File: config.mk
export PLATFORM = sky130hd
export DESIGN_NAME = mem_wb_pipe
export DESIGN_NICKNAME = d
export VERILOG_FILES = /design/src/rtl/mem_wb_pipe.sv
export SDC_FILE = /design/constraint.sdc
export NUM_CORES = 1
export LEC_CHECK = 0
export ABC_AREA = 0
export CORE_ASPECT_RATIO = 0.9
export CORE_MARGIN = 10
export CORE_UTILIZATION = 45
export CTS_CLUSTER_SIZE = 30
export DETAILED_ROUTE_END_ITERATION = 12
export PLACE_DENSITY = 0.86
export SYNTH_ARGS = -nofsm -noshare
export SYNTH_HDL_FRONTEND = slang
export SYNTH_SLANG_ARGS = --single-unit
export TNS_END_PERCENT = 5
File: constraint.sdc
create_clock -name clk -period 4 [get_ports clk]
set_input_delay 0.4 -clock clk [delete_from_list [all_inputs] [get_ports clk]]
set_output_delay 0.4 -clock clk [all_outputs]
set_load 0.02 [all_outputs]
File: src/rtl/mem_wb_pipe.sv
// MEM/WB pipeline register: DEPTH registered stages of writeback-bound data, each with a valid bit.
// Latency DEPTH cycles; outputs come straight from the last stage, hit_a/hit_b are combinational.
// Backpressure: stall holds every stage and drops the input bundle; flush turns every stage into a bubble, even under stall.
//
// Ports:
//   clk, rst         - clock and synchronous active-high reset (all stages cleared; wins over stall/flush)
//   stall, flush     - hold all stages / invalidate all stages
//   valid_in + *_in  - input bundle from the MEM stage
//   *_out            - last-stage bundle (RegWrt_out is gated by valid_out)
//   rd_addr_a/b      - source registers checked for RAW hazards
//   hit_a/b          - some valid stage will write rd_addr_a/b
//
// Build option: define MEM_WB_CLR_DATA_EN to zero every field of a stage entry
// made invalid, so bubbles are all-zero in traces. Ports and timing are unchanged.

module mem_wb_pipe #(
    parameter int unsigned DATA_W = 16,
    parameter int unsigned REG_W  = 3,
    parameter int unsigned DEPTH  = 1       // legal range 1..4
) (
    input  logic              clk,
    input  logic              rst,
    input  logic              stall,
    input  logic              flush,
    input  logic              valid_in,
    input  logic [1:0]        RegSrc_in,
    input  logic [DATA_W-1:0] MemRead_in,
    input  logic [DATA_W-1:0] alu_data_in,
    input  logic [DATA_W-1:0] pc_data_in,
    input  logic [DATA_W-1:0] Binput_in,
    input  logic              RegWrt_in,
    input  logic [REG_W-1:0]  WrtReg_in,
    input  logic [REG_W-1:0]  rd_addr_a,
    input  logic [REG_W-1:0]  rd_addr_b,
    output logic              valid_out,
    output logic [1:0]        RegSrc_out,
    output logic [DATA_W-1:0] mem_data_out,
    output logic [DATA_W-1:0] alu_data_out,
    output logic [DATA_W-1:0] pc_data_out,
    output logic [DATA_W-1:0] Binput_out,
    output logic              RegWrt_out,
    output logic [REG_W-1:0]  WrtReg_out,
    output logic              hit_a,
    output logic              hit_b
);

    typedef struct packed {
        logic              valid;
        logic [1:0]        reg_src;
        logic [DATA_W-1:0] mem_dat;
        logic [DATA_W-1:0] alu_dat;
        logic [DATA_W-1:0] pc_dat;
        logic [DATA_W-1:0] b_dat;
        logic              reg_wrt;
        logic [REG_W-1:0]  wrt_reg;
    } stage_t;

    stage_t stg_q [DEPTH];
    stage_t stg_d [DEPTH];
    stage_t in_stage;

    // Turn an entry into a bubble. By default only the control bits are
    // cleared and the data fields keep whatever stale value they carried.
    function automatic stage_t to_bubble(input stage_t s);
        stage_t b;
        b         = s;
        b.valid   = 1'b0;
        b.reg_wrt = 1'b0;
`ifdef MEM_WB_CLR_DATA_EN
        b.reg_src = '0;
        b.mem_dat = '0;
        b.alu_dat = '0;
        b.pc_dat  = '0;
        b.b_dat   = '0;
        b.wrt_reg = '0;
`endif
        return b;
    endfunction

    always_comb begin
        in_stage.valid   = valid_in;
        in_stage.reg_src = RegSrc_in;
        in_stage.mem_dat = MemRead_in;
        in_stage.alu_dat = alu_data_in;
        in_stage.pc_dat  = pc_data_in;
        in_stage.b_dat   = Binput_in;
        // RegWrt is stored already gated so a non-instruction can never write.
        in_stage.reg_wrt = RegWrt_in & valid_in;
        in_stage.wrt_reg = WrtReg_in;
    end

    // Next-state for an advancing edge (normal or flush). Flush advances the
    // data like a normal edge but makes every entry a bubble.
    always_comb begin
        stg_d[0] = (flush || !valid_in) ? to_bubble(in_stage) : in_stage;
        for (int k = 1; k < int'(DEPTH); k++) begin
            stg_d[k] = flush ? to_bubble(stg_q[k-1]) : stg_q[k-1];
        end
    end

    // Flush takes priority over stall, so a flushed pipe always advances.
    always_ff @(posedge clk) begin
        if (rst) begin
            for (int k = 0; k < int'(DEPTH); k++) begin
                stg_q[k] <= '0;
            end
        end else if (flush || !stall) begin
            for (int k = 0; k < int'(DEPTH); k++) begin
                stg_q[k] <= stg_d[k];
            end
        end
    end

    assign valid_out    = stg_q[DEPTH-1].valid;
    assign RegSrc_out   = stg_q[DEPTH-1].reg_src;
    assign mem_data_out = stg_q[DEPTH-1].mem_dat;
    assign alu_data_out = stg_q[DEPTH-1].alu_dat;
    assign pc_data_out  = stg_q[DEPTH-1].pc_dat;
    assign Binput_out   = stg_q[DEPTH-1].b_dat;
    assign RegWrt_out   = stg_q[DEPTH-1].reg_wrt & stg_q[DEPTH-1].valid;
    assign WrtReg_out   = stg_q[DEPTH-1].wrt_reg;

    // RAW hazard lookup over every stage; register 0 gets no special treatment.
    always_comb begin
        hit_a = 1'b0;
        hit_b = 1'b0;
        for (int k = 0; k < int'(DEPTH); k++) begin
            hit_a = hit_a | (stg_q[k].valid & stg_q[k].reg_wrt & (stg_q[k].wrt_reg == rd_addr_a));
            hit_b = hit_b | (stg_q[k].valid & stg_q[k].reg_wrt & (stg_q[k].wrt_reg == rd_addr_b));
        end
    end

endmodule

==> out/qor.yml <==
critPathKind: "in -> out"
io_pins: 154
wirelength_um: 7690
fp.dieH_um: 102
clkSlewWorstSetupHoldPaths_ns: 0.06
grt_pass1_vias: 2145
worstHoldPathType: "in -> reg"
syn_avg_cell_area_um2: 14.0
dr.pass1.iters: 4
regMostFlops: "stg_q"
drive_above_1_share: 0.0521
numCtsBuffers: 9
max_slew_margin: 0.394
finalHoldWorstSlack_ns: 0.751
grt_antenna_before_repair: 0
final_common_cell: "clkdlybuf4s50_1"
port_buffers: 153
cts_tree: "done"
startpoint: "rd_addr_b[2]"
dp_cells: 403
synthCells: 240
hold_buffers: 0
period_needed_ns: 2.34
synthTopCellsByArea: "edfxtp_1 (64%), buf_4 (15%), nor3b_1 (15%)"
coreArea_um2: 7150
grt_max_degree: 72
dieArea_um2: 11300
start_util: 0.469
core.rowCount: 29
maxSlewViolCount: 0
rsz0062_at_grt: "false"
post-cts-setup-buffers: 0
synth_nets: 321
syn_area_um2: 3350
crit_arrival_ns: 1.94
final_antenna_net_count: 0
first_iter_violations: 50
tightest_slew_ns: 0.908
hold_viol: 0
cts.repair.resized: 0
grt-ovfl-total: 0
fin_tns_setup_ns: 0
final_cells: 419
wl_per_cell_um: 18.3
powerDensity_nw_per_um2: 399
clockRootBuffer: "clkbuf_8"
clock_sinks: 71
status: "completed"
die_x_um: 111
yosys_warnings: 0
fin_total_pwr_mw: 1.85
worst_ep_required_time_ns: 3.60
ir_drop_uv: 189
yosysTopAreaCell: "edfxtp_1"
period_share: 0.586
synth.ff_latch_count: 71
critical_path.cell_chain: "clkdlybuf4s50_1 -> xor2_1 -> nor4_1 -> clkdlybuf4s50_1"
crit_path_max_fanout: 1
crit_path_frequent_cell: "clkdlybuf4s50_1"
hpwlAfterDp_um: 5760
place.gp.congestion: 0.733
final_cell_mix: "clkdlybuf4s50_1 (152), edfxtp_1 (71), nor3b_1 (69)"
worst_setup_path_end_kind: "primary output"
viasPerCell: 4.70
path_buf_inv: 2
fmax_ghz: 0.426
drc: 0
htreeDepth: 3
synthToLayoutAreaGrowth_pct: 38.0
reg_top3: "stg_q x71"
crit_cells: 4
crit_end: "hit_b"
grt_pass1_wl_um: 11600
slowest_stage: "clkdlybuf4s50_1"
ys_seq_area_frac: 0.636
grt_usage: 0.130
fin_nets: 402
num_vias: 1971
max_stage_delay_ns: 0.66
cts_buffer_depth: 2
synthDistinctLibCells: 14
antenna_cells: 0
start_kind: "primary input"
largest_register_ffs: 71
p_leak_nw: 1.66
synth_top_area_frac: 0.636
setup_viol: 0
cap_violations: 0
path_delay_family: "buffers and inverters"
Yosys cell counts, drive strengths merged:
library cell,count
buf,78
nor4b,1
nor4,2
edfxtp,71
inv,1
clkbuf,7
nor2b,1
xor2,6
and2,1
nand2,2
nor2,1
nor3b,69
final cells by class:
| class | count | area, µm² |
|---|---|---|
| clock buffer | 11 | 131 |
| clock inverter | 5 | 72.6 |
| fill | 566 | 2520 |
| inverter | 1 | 3.75 |
| multi-input combinational | 83 | 631 |
| sequential | 71 | 2130 |
| tap | 93 | 116 |
| timing repair buffer | 155 | 1540 |
logic make-up after synthesis:
group         after synthesis  synth area share
buf+inv                    86             0.181
simple gates               77             0.168
flops                      71             0.636
xor+xnor                    6            0.0157
per-stage QoR:
stage               cell area [µm²]  utilization  worst slack [ns]
finish                         4630        0.647              1.66
floorplan                      3350            -              1.16
global placement               4420        0.619              1.65
global route                   4630        0.647              1.53
CTS                            4630        0.647              1.66
detailed placement             4420        0.619              1.58
worst min-delay path by stage:
stage / from / to / slack, ns / cells past startpoint
floorplan: RegWrt_in / stg_q[0][3] / 0.60 / 1
global placement: RegWrt_in / stg_q[0][3] / 1.07 / 2
detailed placement: RegWrt_in / stg_q[0][3] / 1.08 / 2
CTS: pc_data_in[1] / stg_q[0][21] / 0.73 / 2
global route: MemRead_in[5] / stg_q[0][57] / 0.73 / 2
finish: RegWrt_in / stg_q[0][3] / 0.75 / 2
power breakdown:
| part | internal, mW | leakage [nW] | switching, mW |
|---|---|---|---|
| combinational | 0.191 | 0.757 | 0.160 |
| clock | 0.347 | 0.102 | 0.246 |
| sequential | 0.886 | 0.798 | 0.0173 |
per-layer routing:
layer	vias up	GRT usage	share of wire
li1	945	-	-
met2	92	0.235	0.52
met4	0	0.0450	0.0047
met3	4	0.0691	0.11
met5	-	0	0
met1	930	0.126	0.36
No activity file was read; power rests on OpenSTA's default activity.
